==> src/rtl/rom_arb_pkg.sv <==
// Shared types, default widths and helpers for the ROM request arbiter.
package rom_arb_pkg;

  localparam int unsigned DEF_CLIENT_AW = 23;
  localparam int unsigned DEF_SDRAM_AW  = 24;
  localparam int unsigned DEF_DATA_W    = 16;

  // slice_base works on a base vector zero-extended to MAX_CLIENTS x MAX_AW bits.
  localparam int unsigned MAX_CLIENTS = 8;
  localparam int unsigned MAX_AW      = 32;
  localparam int unsigned BASE_VEC_W  = MAX_CLIENTS * MAX_AW;

  typedef enum logic {
    IDLE = 1'b0,
    BUSY = 1'b1
  } state_e;

  // Extract slice i (each aw bits wide) of a packed base vector.
  function automatic logic [MAX_AW-1:0] slice_base(input logic [BASE_VEC_W-1:0] base,
                                                   input int unsigned           aw,
                                                   input int unsigned           i);
    logic [MAX_AW-1:0] mask;
    mask = (aw >= MAX_AW) ? '1 : ((32'd1 << aw) - 32'd1);
    return MAX_AW'(base >> (i * aw)) & mask;
  endfunction

endpackage

==> src/rtl/rom_req_arbiter_rr_pick.sv <==
// Combinational round-robin selector: first eligible index at or after rr_ptr_i, wrapping.
//  eligible_i  in   NUM_CLIENTS   per-client eligibility
//  rr_ptr_i    in   IW            search start index
//  any_c_o     out  1             at least one client eligible (combinational)
//  grant_c_o   out  IW            selected index, valid when any_c_o (combinational)
module rr_pick #(
  parameter int unsigned NUM_CLIENTS = 4,
  localparam int unsigned IW = $clog2(NUM_CLIENTS)
) (
  input  logic [NUM_CLIENTS-1:0] eligible_i,
  input  logic [IW-1:0]          rr_ptr_i,
  output logic                   any_c_o,
  output logic [IW-1:0]          grant_c_o
);

  logic [IW-1:0] idx;

  // Scan NUM_CLIENTS positions starting at the pointer; keep the first hit.
  always_comb begin
    any_c_o   = 1'b0;
    grant_c_o = '0;
    idx       = '0;
    for (int unsigned k = 0; k < NUM_CLIENTS; k++) begin
      idx = IW'((32'(rr_ptr_i) + k) % NUM_CLIENTS);
      if (!any_c_o && eligible_i[idx]) begin
        any_c_o   = 1'b1;
        grant_c_o = idx;
      end
    end
  end

endmodule

==> src/rtl/rom_req_arbiter.sv <==
// Multi-client read arbiter for the shared SDRAM ROM port: one outstanding read at a
// time, round-robin between clients, per-client base offset, level req/valid handshake.
//  clk, reset     system clock, synchronous active-high reset
//  client_req     per-client level request
//  client_addr    packed per-client word address (stable while requesting)
//  client_valid   per-client data-ready, held until the client drops req
//  client_data    packed per-client registered read data
//  sdram_req      level read request, held until sdram_ack
//  sdram_addr     registered word address of the outstanding read
//  sdram_ack      1-cycle pulse, sdram_data valid in that cycle
//  sdram_data     read data
module rom_req_arbiter
  import rom_arb_pkg::*;
#(
  parameter int unsigned NUM_CLIENTS = 4,
  parameter int unsigned CLIENT_AW   = DEF_CLIENT_AW,
  parameter int unsigned SDRAM_AW    = DEF_SDRAM_AW,
  parameter int unsigned DATA_W      = DEF_DATA_W,
  parameter logic [NUM_CLIENTS*SDRAM_AW-1:0] BASE = '0
) (
  input  logic                          clk,
  input  logic                          reset,
  input  logic [NUM_CLIENTS-1:0]        client_req,
  input  logic [NUM_CLIENTS*CLIENT_AW-1:0] client_addr,
  output logic [NUM_CLIENTS-1:0]        client_valid,
  output logic [NUM_CLIENTS*DATA_W-1:0] client_data,
  output logic                          sdram_req,
  output logic [SDRAM_AW-1:0]           sdram_addr,
  input  logic                          sdram_ack,
  input  logic [DATA_W-1:0]             sdram_data
);

  localparam int unsigned IW = $clog2(NUM_CLIENTS);

  state_e                   state_q, state_d;
  logic [IW-1:0]            grant_q, grant_d;
  logic [IW-1:0]            rr_ptr_q, rr_ptr_d;
  logic [NUM_CLIENTS-1:0]   served_q, served_d;
  logic [NUM_CLIENTS-1:0]   valid_q, valid_d;
  logic [DATA_W-1:0]        data_q [NUM_CLIENTS];
  logic [DATA_W-1:0]        data_d [NUM_CLIENTS];
  logic                     sdram_req_q, sdram_req_d;
  logic [SDRAM_AW-1:0]      sdram_addr_q, sdram_addr_d;

  logic [CLIENT_AW-1:0]     addr_arr [NUM_CLIENTS];
  logic [NUM_CLIENTS-1:0]   eligible;
  logic                     pick_any;
  logic [IW-1:0]            pick_idx;
  logic [SDRAM_AW-1:0]      pick_base;

  // Unpack per-client address slices and repack per-client data.
  for (genvar g = 0; g < NUM_CLIENTS; g++) begin : g_slices
    assign addr_arr[g] = client_addr[g*CLIENT_AW +: CLIENT_AW];
    assign client_data[g*DATA_W +: DATA_W] = data_q[g];
  end

  // A client that already received data must drop req before it is eligible again.
  assign eligible  = client_req & ~served_q;
  assign pick_base = SDRAM_AW'(slice_base(BASE_VEC_W'(BASE), SDRAM_AW, 32'(pick_idx)));

  rr_pick #(
    .NUM_CLIENTS (NUM_CLIENTS)
  ) u_rr_pick (
    .eligible_i (eligible),
    .rr_ptr_i   (rr_ptr_q),
    .any_c_o    (pick_any),
    .grant_c_o  (pick_idx)
  );

  // State register.
  always_ff @(posedge clk) begin
    if (reset) begin
      state_q      <= IDLE;
      grant_q      <= '0;
      rr_ptr_q     <= '0;
      served_q     <= '0;
      valid_q      <= '0;
      sdram_req_q  <= 1'b0;
      sdram_addr_q <= '0;
      for (int unsigned i = 0; i < NUM_CLIENTS; i++) data_q[i] <= '0;
    end else begin
      state_q      <= state_d;
      grant_q      <= grant_d;
      rr_ptr_q     <= rr_ptr_d;
      served_q     <= served_d;
      valid_q      <= valid_d;
      sdram_req_q  <= sdram_req_d;
      sdram_addr_q <= sdram_addr_d;
      for (int unsigned i = 0; i < NUM_CLIENTS; i++) data_q[i] <= data_d[i];
    end
  end

  // Next-state and output logic.
  always_comb begin
    state_d      = state_q;
    grant_d      = grant_q;
    rr_ptr_d     = rr_ptr_q;
    served_d     = served_q;
    valid_d      = valid_q;
    sdram_req_d  = sdram_req_q;
    sdram_addr_d = sdram_addr_q;
    for (int unsigned i = 0; i < NUM_CLIENTS; i++) data_d[i] = data_q[i];

    // Dropping req retires a completed transfer and re-arms the client.
    for (int unsigned i = 0; i < NUM_CLIENTS; i++) begin
      if (!client_req[i]) begin
        valid_d[i]  = 1'b0;
        served_d[i] = 1'b0;
      end
    end

    unique case (state_q)
      IDLE: begin
        if (pick_any) begin
          grant_d      = pick_idx;
          sdram_addr_d = pick_base + SDRAM_AW'(addr_arr[pick_idx]);
          sdram_req_d  = 1'b1;
          rr_ptr_d     = (pick_idx == IW'(NUM_CLIENTS - 1)) ? '0 : pick_idx + IW'(1);
          state_d      = BUSY;
        end
      end
      BUSY: begin
        if (sdram_ack) begin
          sdram_req_d = 1'b0;
          state_d     = IDLE;
          // Data for a client that gave up while we waited is discarded.
          if (client_req[grant_q]) begin
            data_d[grant_q]   = sdram_data;
            valid_d[grant_q]  = 1'b1;
            served_d[grant_q] = 1'b1;
          end
        end
      end
      default: state_d = IDLE;
    endcase
  end

  assign client_valid = valid_q;
  assign sdram_req    = sdram_req_q;
  assign sdram_addr   = sdram_addr_q;

endmodule

==> config.mk <==
export PLATFORM = sky130hd
export DESIGN_NAME = rom_req_arbiter
export DESIGN_NICKNAME = d
export VERILOG_FILES = /design/src/rtl/rom_arb_pkg.sv /design/src/rtl/rom_req_arbiter_rr_pick.sv /design/src/rtl/rom_req_arbiter.sv
export SDC_FILE = /design/constraint.sdc
export NUM_CORES = 1
export LEC_CHECK = 0
export CAP_MARGIN = 20
export CORE_AREA = 2 2 122 124
export CTS_CLUSTER_SIZE = 12
export DETAILED_ROUTE_END_ITERATION = 6
export DIE_AREA = 0 0 124 126
export PLACE_DENSITY_LB_ADDON = 0.05
export SLEW_MARGIN = 20
export SYNTH_ARGS = -nofsm -noshare
export SYNTH_HDL_FRONTEND = slang
export SYNTH_SLANG_ARGS = --single-unit
==> constraint.sdc <==
create_clock -name clk -period 3.5 [get_ports clk]
set_clock_uncertainty 0.1 [all_clocks]
set_input_delay 0.7 -clock clk [delete_from_list [all_inputs] [get_ports clk]]
set_output_delay 0.7 -clock clk [all_outputs]
set_load 0.1 [all_outputs]
# After elaboration in Yosys (flattened, before gate mapping)
# Memory sizes are Yosys's and may differ from the RTL's.
# Cells that the tools add are included.
# totals
mem_bits_rw,64
elab_cells,105
rom_bits,0
reg_bits,38
input_bits,115
mem_count,1
latch_bits,0
out_inout_bits,93
# classes
mux,57
add_sub_neg,5
n_eq_ne,3
div,0
shift,1
n_bitwise,11
n_reduce_logical,10
n_lt_le_gt_ge,9
n_mul,1
# memory_table
memory,words,width,read_ports,rd_clocked_by_memory_dff,write_ports,line,rtl
data_q,4,16,4,0,4,rom_req_arbiter.sv:40,logic [DATA_W-1:0] data_q [NUM_CLIENTS];
# op_table
operator,n
64-bit 2-to-1 mux,3
16-bit 2-to-1 mux,5
64-bit bitwise mux,1
23-bit binary-select mux with 2-bit select,1
23-bit 2-to-1 mux,2
16-bit demux with 2-bit select,1
1-bit 2-to-1 mux,25
24-bit by 23-bit adder with 24-bit output,1
4-bit 2-to-1 mux,6
"1-bit by 7-bit >> shifter with 24-bit output, first input constant",1
"2-bit by 3-bit < comparator with 1-bit output, second input constant",5
1-bit binary-select mux with 2-bit select,5
2-bit 2-to-1 mux,5
4-bit bitwise OR,2
"3-bit >= comparator, second input constant",2
2-bit inverter with 3-bit output,2
1-bit logical AND,5
"2-bit by 1-bit adder with 2-bit output, second input constant",2
"2-bit adder, second input constant",2
4-bit AND,1
"2-bit by 2-bit multiplier with 4-bit output, second input constant",1
"2-bit inequality test, second input constant",2
4-bit inverter,1
1-bit bitwise OR,4
8 further kinds,12

# Longest topological paths before layout
# Gate-level depths: netlist of the first run.
# depth
ltp_word,19
ltp_mapped,7
ltp_nobuf,5

# Hierarchy
# Synthesis of the first run repeated with hierarchy kept, for this count alone.
# hier_totals
cells_unflattened,404
hier_area_um2,4480.5
# modules_own_cells
mod,n_inst,cells_per_inst,seq_area_each_um2,area_each_um2
rom_req_arbiter,1,389,2021.9,4403.0
rr_pick,1,15,0.0,77.6

# Worst setup path before layout of the first run
# No wires, ideal clock.
# synth_timing
path_type,input to register
from,input client_req[2]
to,"register sdram_addr_q[15], in the netlist sdram_addr[15]"
required_ns,3.272
path_buffers,1
t_arrival_ns,1.877
setup_slack_ns,1.395
cell_stages,6
setup_ns,0.128
path_cell_list,nand2b_2 -> or3_4 -> o211ai_4 -> buf_6 -> mux2i_1 -> o221ai_2
# synth_between
elab_chain_len,18
word_cells_on_any_way,31
cone_classes,add/sub: 1; mul: 1; shift: 1; mux: 19; bitwise: 2; reduce/logical: 7
# synth_lines
item,line,rtl
start: declaration,rom_req_arbiter.sv:23,"input logic [NUM_CLIENTS-1:0] client_req,"
4-bit AND (*),rom_req_arbiter.sv:58,assign eligible = client_req & ~served_q;
branches (longest 17 deep; another with 1-bit binary-select mux with 2-bit select),--,
end signal: assignment,rom_req_arbiter.sv:88,sdram_addr_q <= sdram_addr_d;
end: declaration,rom_req_arbiter.sv:43,"logic [SDRAM_AW-1:0] sdram_addr_q, sdram_addr_d;"
# Every way passes the cells marked *. The select of a mux whose other input is x is not followed.
# A chain may end at the register's enable or synchronous reset.

==> impl_metrics.yaml, run 1 <==
logic_synthesis:
  synth_cells: 489
  yosysMostFrequentCell: "nand2_1"
  syn_area_per_cell_um2: 8.66
  yosysUniqueCellTypes: 42
  synth_area_leader_cell: "dfxtp_1"
  ys_ff_latch: 101
  synth_warnings: 0
  synth_top_area_share_pct: 47.7
  synth_ff_type: "dfxtp_1"
  synth.area.top_cells: "dfxtp_1 (48%), nand2_1 (15%), mux2i_1 (11%)"
  async_flop_share_pct: 0
  synth_nets: 604
  seq_area_frac_synth_pct: 47.7
  synth-edff-count: 0
  synthesis.area_um2: 4240
  synthTopCellsByCount: "nand2_1 (164), dfxtp_1 (101), a21oi_1 (75), mux2i_1 (46), clkbuf_1 (23)"
cts:
  clk_pin_slew_ps: 70
  hold_buffers: 0
  root_buffer: "clkbuf_16"
  clock-sinks: 101
  cts_buffer_depth: 2
  htreeDepth: 3
  clk_latency_ps: 360
  cts_setup_buffers: 0
  cts_buffers: 9
  cts_tree: "yes"
  cts_resized: 0
global_route:
  gr-usage-met1_pct: 22.0
  grt_use_met3_pct: 4.57
  grt_pass1_wl_um: 21300
  grt_max_degree: 80
  overflow: 0
  antenna_found_initial: 0
  busiest_layer: "met2"
  grtUsageMet2_pct: 29.8
  track_usage_pct: 17.8
  grt_pass1_vias: 4005
sta:
  holdWs_ps: 355
  maxSlewViolCount: 0
  period_needed_ps: 2650
  tightest_slew_ps: 977
  hold_violations: 0
  setup_viol: 0
  relSlewSlack_pct: 34.7
  fin_crit_sh_pct: 75.6
  setup_tns_ps: 0
  rsz0062_at_grt: "no"
  max_freq_mhz: 378
setup_path:
  critPathRequiredTime_ps: 2700
  path_buf_inv: 1
  slowest_delay_ps: 1140
  cp_cell_sequence: "clkdlybuf4s50_1"
  endpoint_kind: "output port"
  critPathKind: "register to output port"
  worstPathArrival_ps: 1850
  path_delay_family: "buffers and inverters"
  critPathMaxFanout: 2
  cp_slowest_cell: "clkdlybuf4s50_1"
  start_kind: "register"
layout:
  area_growth_pct: 56.5
  layout.nets: 796
  nFillCells: 1396
  drive_above_1_share_pct: 13.7
  fin_util_pct: 46.3
  n_antenna_cell: 0
die:
  dieArea_um2: 15600
  start_util_pct: 29.6
  io_pins: 208
  num_rows: 44
  design.core.area_um2: 14300
  die_h_um: 126
  die_w_um: 124
drt:
  drt-wirelength-per-cell_um: 16.0
  vias: 4126
  initialDrtViolationCount: 204
  viasPerCell: 4.74
  wl_um: 13900
  dr.pass1.iters: 4
  ant_nets: 0
  drc: 0
power_and_ir_drop:
  power_per_cell_area_nw_per_um2: 504
  power_leakage_nw: 2.56
  vdd_drop_max_uv: 233
run:
  cap_violations: 0
placed_design:
  io_buffers: 206
  gp_congestion: 0.785
  post-dp-hpwl_um: 10000
hold_path:
  hp-class: "register to register"
status:
  outcome: "complete, no violations"
cells by family after synthesis:
kind of cell / count (synthesis) / share of synthesized area (%)
muxes: 46 / 10.9
xor gates and xnor gates: 1 / 0.207
and+or+nand+nor: 196 / 19.9
buffers and inverters: 35 / 4.22
DFF: 101 / 47.7
AOI/OAI and AO/OA: 109 / 17.0
other: 1 / 0.0885
final timing paths:
path / from / end / slack (ps) / cells after the start
worst max-delay path: data_q[2][2]$_SDFFE_PP0P_ / client_data[34] / 850 / 1
worst min-delay path: data_q[3][8]$_SDFFE_PP0P_ / data_q[3][8]$_SDFFE_PP0P_ / 360 / 2
worst max register to register: rr_ptr_q[1]$_SDFFE_PP0P_ / sdram_addr[15]$_SDFFE_PP0P_ / 1350 / 6
worst min register to register: data_q[3][8]$_SDFFE_PP0P_ / data_q[3][8]$_SDFFE_PP0P_ / 360 / 2
layout by cell type, fill, tap and decap left out, drive strengths merged, types with 2 or more instances in the layout:
cell type	count
buf	65
nand4	2
o221ai	23
a21oi	75
nor3	3
clkdlybuf4s50	150
inv	2
o21ai	3
clkbuf	11
nor2b	2
nand2b	4
nor2	9
nand2	164
nand3	2
bufinv	2
mux2i	46
dfxtp	101
sequential cells by signal, indices dropped and copies added (netlist names):
register	cells
client_valid	4
sdram_addr	23
sdram_req	1
rr_ptr_q	2
served_q	4
data_q	64
grant_q	2
state_q	1
power breakdown:
| group | internal, W | switching, W | leakage (nW) |
|---|---|---|---|
| clock | 0.000648 | 0.000450 | 0.156 |
| combinational | 0.000335 | 0.000650 | 1.58 |
| sequential | 0.00121 | 0.0000432 | 0.821 |
| total | 0.00219 | 0.00114 | 2.56 |
metal layers:
layer	part of all wire [%]	up-vias
li1	-	2066
met1	42	1920
met2	50	120
met3	6.0	20
met4	2.1	0
met5	0	-
stage by stage:
step	setup slack [ps]	area, um2	cells	power [W]
floorplan	1400	4240	489	0.00197
global placement	367	6270	853	0.00225
detailed placement	344	6270	853	0.00226
CTS	702	6600	869	0.00337
global route	747	6630	870	0.00347
finish	854	6630	870	0.00334
area by class of cell:
class	instances	area, um2	area share [%]
multi-input combinational	353	2040	30.8
sequential	101	2020	30.5
timing repair buffer	215	2010	30.3
clock buffer	11	243	3.66
tap	184	230	3.47
clock inverter	5	81.3	1.23
inverter	1	3.75	0.0566
Note: power is estimated with default switching activity, not from simulation.
==> run 2: changes to the inputs <==
clock period = 2.3 ns   (was 3.5 ns; I/O delays follow)
==> impl_metrics.yaml, run 2 (synthesized netlist as in run 1, its figures left out) <==
drt:
  initialDrtViolationCount: 171
  dr.pass1.iters: 4
  drc: 0
  ant_nets: 0
  drt-wirelength-per-cell_um: 15.8
  wl_um: 14100
  viasPerCell: 4.75
  vias: 4250
power_and_ir_drop:
  vdd_drop_max_uv: 520
  swShare_pct: 33.9
  seqPwrFrac_pct: 36.9
  power_per_cell_area_nw_per_um2: 761
  power_leakage_nw: 2.78
  power.total_w: 0.00517
  switchingPower_w: 0.00175
  combPwrFrac_pct: 30.3
  p_int_w: 0.00342
  p_clk_share_pct: 32.8
layout:
  drive_above_1_share_pct: 22.1
  top_register: "data_q"
  final_cell_mix: "nand2_1 (164), buf_4 (119), clkdlybuf4s50_1 (113), dfxtp_1 (101), a21oi_1 (75)"
  area_growth_pct: 60.6
  final_common_cell: "nand2_1"
  n_antenna_cell: 0
  layout.nets: 821
  largest_reg_flops: 64
  fin_cells: 895
setup_path:
  cp_cell_sequence: "clkdlybuf4s50_1, nand2b_2, or3_4, o211ai_4, buf_12, mux2i_1, o221ai_1"
  cp_slowest_cell: "clkdlybuf4s50_1"
  slowest_delay_ps: 500
  path_delay_family: "buffers and inverters"
  critPathRequiredTime_ps: 2430
  start_kind: "input port"
  worstPathArrival_ps: 2160
  critPathMaxFanout: 12
  critPathKind: "input port to register"
  path_buf_inv: 2
  endpoint_kind: "register"
global_route:
  grt_max_degree: 61
  antenna_found_initial: 0
  grt_pass1_vias: 4120
  overflow: 0
  grt_pass1_wl_um: 21400
  track_usage_pct: 18.0
cts:
  cts_buffer_depth: 2
  hold_buffers: 0
  cts_buffers: 9
  clk_latency_ps: 350
  clock-sinks: 101
  htreeDepth: 3
  clk_pin_slew_ps: 70
  cts_tree: "yes"
  root_buffer: "clkbuf_16"
  cts_setup_buffers: 0
sta:
  fin_crit_sh_pct: 88.6
  period_needed_ps: 2040
  setup_tns_ps: 0
  maxSlewViolCount: 0
  rsz0062_at_grt: "no"
  relSlewSlack_pct: 57.9
  tightest_slew_ps: 631
  hold_violations: 0
  max_freq_mhz: 491
  holdWs_ps: 356
  setup_viol: 0
status:
  outcome: "complete, no violations"
placed_design:
  io_buffers: 206
  post-place-cells: 879
  post-dp-hpwl_um: 10500
  gp_congestion: 0.822
die:
  dieArea_um2: 15600
  die_w_um: 124
  design.core.area_um2: 14300
  num_rows: 44
  io_pins: 208
  die_h_um: 126
  start_util_pct: 29.6
hold_path:
  hp-class: "register to register"
run:
  cap_violations: 0
run 2: path summary, 6_finish.rpt:
kind / endpoint / cells after the start / slack (ps) / startpoint
setup / recovery: sdram_addr[11]$_SDFFE_PP0P_ / 7 / 260 / client_req[2]
setup reg to reg: sdram_addr[11]$_SDFFE_PP0P_ / 6 / 450 / served_q[2]$_SDFF_PP0_
hold / removal: data_q[0][6]$_SDFFE_PP0P_ / 2 / 360 / data_q[0][6]$_SDFFE_PP0P_
hold reg to reg: data_q[0][6]$_SDFFE_PP0P_ / 2 / 360 / data_q[0][6]$_SDFFE_PP0P_
run 2: worst register-to-register path: cells and delay by family (launching register included):
kind | cells | cell delay [ps]
buffers and inverters | 1 | 200
and+or+nand+nor | 2 | 600
DFF | 1 | 320
AOI/OAI and AO/OA | 2 | 290
muxes | 1 | 220
run 2: layer usage:
layer / track usage (%) / part of all wire [%]
met2: 29.8 / 50
met1: 22.6 / 42
met3: 4.44 / 6.3
met5: 0 / 0
met4: 6.28 / 1.8
run 2: power groups by stage:
stage	Sequential (W)	Combinational (W)	Clock [W]
after floorplan	0.00253	0.000473	0
after global placement	0.00195	0.00157	0
after detailed placement	0.00195	0.00158	0
after CTS	0.00191	0.00158	0.00175
after global routing	0.00192	0.00164	0.00180
final	0.00191	0.00157	0.00170
run 2: timing repair:
action                     in CTS  in global routing
hold endpoints to repair        0                  0
setup endpoints to repair       0                 15
gates resized for setup         0                  1
run 2: stage by stage:
step,worst slack (ps),utilization [%],cell area [um2]
after floorplan,435,-,4240
final,262,47.5,6800
after global placement,-209,45.1,6460
after detailed placement,-260,45.1,6460
after global routing,137,47.5,6800
after CTS,95.4,47.5,6800
run 2: layout make-up:
| cell class | count | area (um2) |
|---|---|---|
| fill | 1385 | 7510 |
| clock inverter | 5 | 81.3 |
| sequential | 101 | 2020 |
| tap | 184 | 230 |
| clock buffer | 11 | 253 |
| timing repair buffer | 240 | 2170 |
| multi-input combinational | 353 | 2040 |
| inverter | 1 | 3.75 |
==> run 3: changes to the inputs <==
CORE_AREA = 2 2 110 112   (was 2 2 122 124)
DIE_AREA = 0 0 112 114   (was 0 0 124 126)
==> impl_metrics.yaml, run 3 (synthesized netlist as in run 1, its figures left out) <==
status:
  outcome: "complete, no violations"
drt:
  wl_met2_um: 6430
  initialDrtViolationCount: 217
  ant_nets: 0
  wl_met1_um: 5570
  drc: 0
  dr.max_layer_used: "met4"
  vias: 4183
  wl_met3_um: 824
  wl_um: 13000
  dr.pass1.iters: 4
  drt-wirelength-per-cell_um: 15.2
  viasPerCell: 4.90
cts:
  clk_pin_slew_ps: 70
  root_buffer: "clkbuf_16"
  cts_setup_buffers: 0
  cts_tree: "yes"
  clk_latency_ps: 350
  clock-sinks: 101
  cts_buffers: 9
  htreeDepth: 3
  cts_buffer_depth: 2
  hold_buffers: 0
  cts_resized: 0
power_and_ir_drop:
  vdd_drop_max_uv: 442
  power_per_cell_area_nw_per_um2: 731
  power_leakage_nw: 2.73
  power.total_w: 0.00486
sta:
  relSlewSlack_pct: 46.2
  period_needed_ps: 2090
  setup_tns_ps: 0
  holdWs_ps: 349
  maxSlewViolCount: 0
  rsz0062_at_grt: "no"
  max_freq_mhz: 478
  setup_viol: 0
  hold_violations: 0
  tightest_slew_ps: 807
  fin_crit_sh_pct: 91.0
layout:
  largest_reg_flops: 64
  fin_cells: 854
  n_antenna_cell: 0
  layout.nets: 817
  final_common_cell: "nand2_1"
  drive_above_1_share_pct: 21.4
  final-seq-area_um2: 2020
  top_register: "data_q"
  area_growth_pct: 56.9
  nFillCells: 1086
  fin_area_um2: 6650
  final_cell_mix: "nand2_1 (164), buf_4 (116), clkdlybuf4s50_1 (113), dfxtp_1 (101), a21oi_1 (75)"
  multiInputGateArea_um2: 2040
placed_design:
  gp_congestion: 0.819
  post-dp-hpwl_um: 9600
  io_buffers: 206
  dpl-instance-area_um2: 6370
  post-place-cells: 838
die:
  design.core.area_um2: 11700
  num_rows: 40
  die_w_um: 112
  dieArea_um2: 12800
  io_pins: 208
  start_util_pct: 36.2
  die_h_um: 114
setup_path:
  slowest_delay_ps: 560
  critPathRequiredTime_ps: 2420
  path_buf_inv: 2
  cp_slowest_cell: "clkdlybuf4s50_1"
  cp_cell_sequence: "clkdlybuf4s50_1, nand2b_1, o31a_1, o211ai_4, buf_4, mux2i_1, o221ai_2"
  worstReg2RegEnd: "sdram_addr[15]$_SDFFE_PP0P_"
  reg2reg_from: "served_q[2]$_SDFF_PP0_"
  path_delay_family: "buffers and inverters"
  critPathMaxFanout: 5
  worstPathArrival_ps: 2220
  start_kind: "input port"
  r2r_cells: 6
  endpoint_kind: "register"
  ff2ff_setup_slack_ps: 430
  critPathKind: "input port to register"
global_route:
  grt_max_degree: 79
  overflow: 0
  grt_pass1_wl_um: 20000
  grt_pass1_vias: 3894
  track_usage_pct: 19.8
  antenna_found_initial: 0
run:
  cap_violations: 0
hold_path:
  hold-path-cell-count: 2
  min_from: "served_q[3]$_SDFF_PP0_"
  holdPathEnd: "served_q[3]$_SDFF_PP0_"
  hp-class: "register to register"
run 3: layer usage:
| metal | track usage [%] | vias up |
|---|---|---|
| met1 | 25.3 | 1940 |
| li1 | - | 2108 |
| met4 | 7.32 | 0 |
| met5 | 0 | - |
| met2 | 33.3 | 122 |
| met3 | 4.14 | 13 |
run 3: tightest hold or removal path, delay by kind of cell, from the launching register on:
family             cells  cell delay (ps)
AOI/OAI and AO/OA      1               50
DFF                    1              310
and+or+nand+nor        1               50
run 3: final cells by class:
type / instances / area share [%]
repair buffers: 236 / 32.0
multi-input cells: 353 / 30.7
flip-flops and latches: 101 / 30.4
clock buffers: 11 / 3.50
well taps: 147 / 2.77
clock inverters: 5 / 0.527
inverters: 1 / 0.0565
run 3: power by group:
part	internal (W)	switching, W	total, W
Sequential	0.00184	0.0000657	0.00191
Combinational	0.000551	0.000993	0.00154
Clock	0.000737	0.000667	0.00140
Total	0.00313	0.00173	0.00486
run 3: through the flow:
stage,setup slack [ps],utilization [%]
2_1_floorplan,435,-
3_3_place_gp,-178,54.4
3_5_place_dp,-272,54.4
4_1_cts,89.5,56.7
5_1_grt,105,56.8
6_report,207,56.8
run 3: worst max path at each step:
stage | start | to | slack, ps | cells after the start
CTS | client_req[0] | sdram_addr[8]$_SDFFE_PP0P_ | 90 | 6
global placement | client_req[0] | sdram_addr[15]$_SDFFE_PP0P_ | -180 | 6
detailed placement | client_req[0] | sdram_addr[8]$_SDFFE_PP0P_ | -270 | 6
finish | client_req[0] | sdram_addr[15]$_SDFFE_PP0P_ | 210 | 7
floorplan | client_req[2] | sdram_addr[15]$_SDFFE_PP0P_ | 440 | 6
global route | client_req[0] | sdram_addr[15]$_SDFFE_PP0P_ | 100 | 7
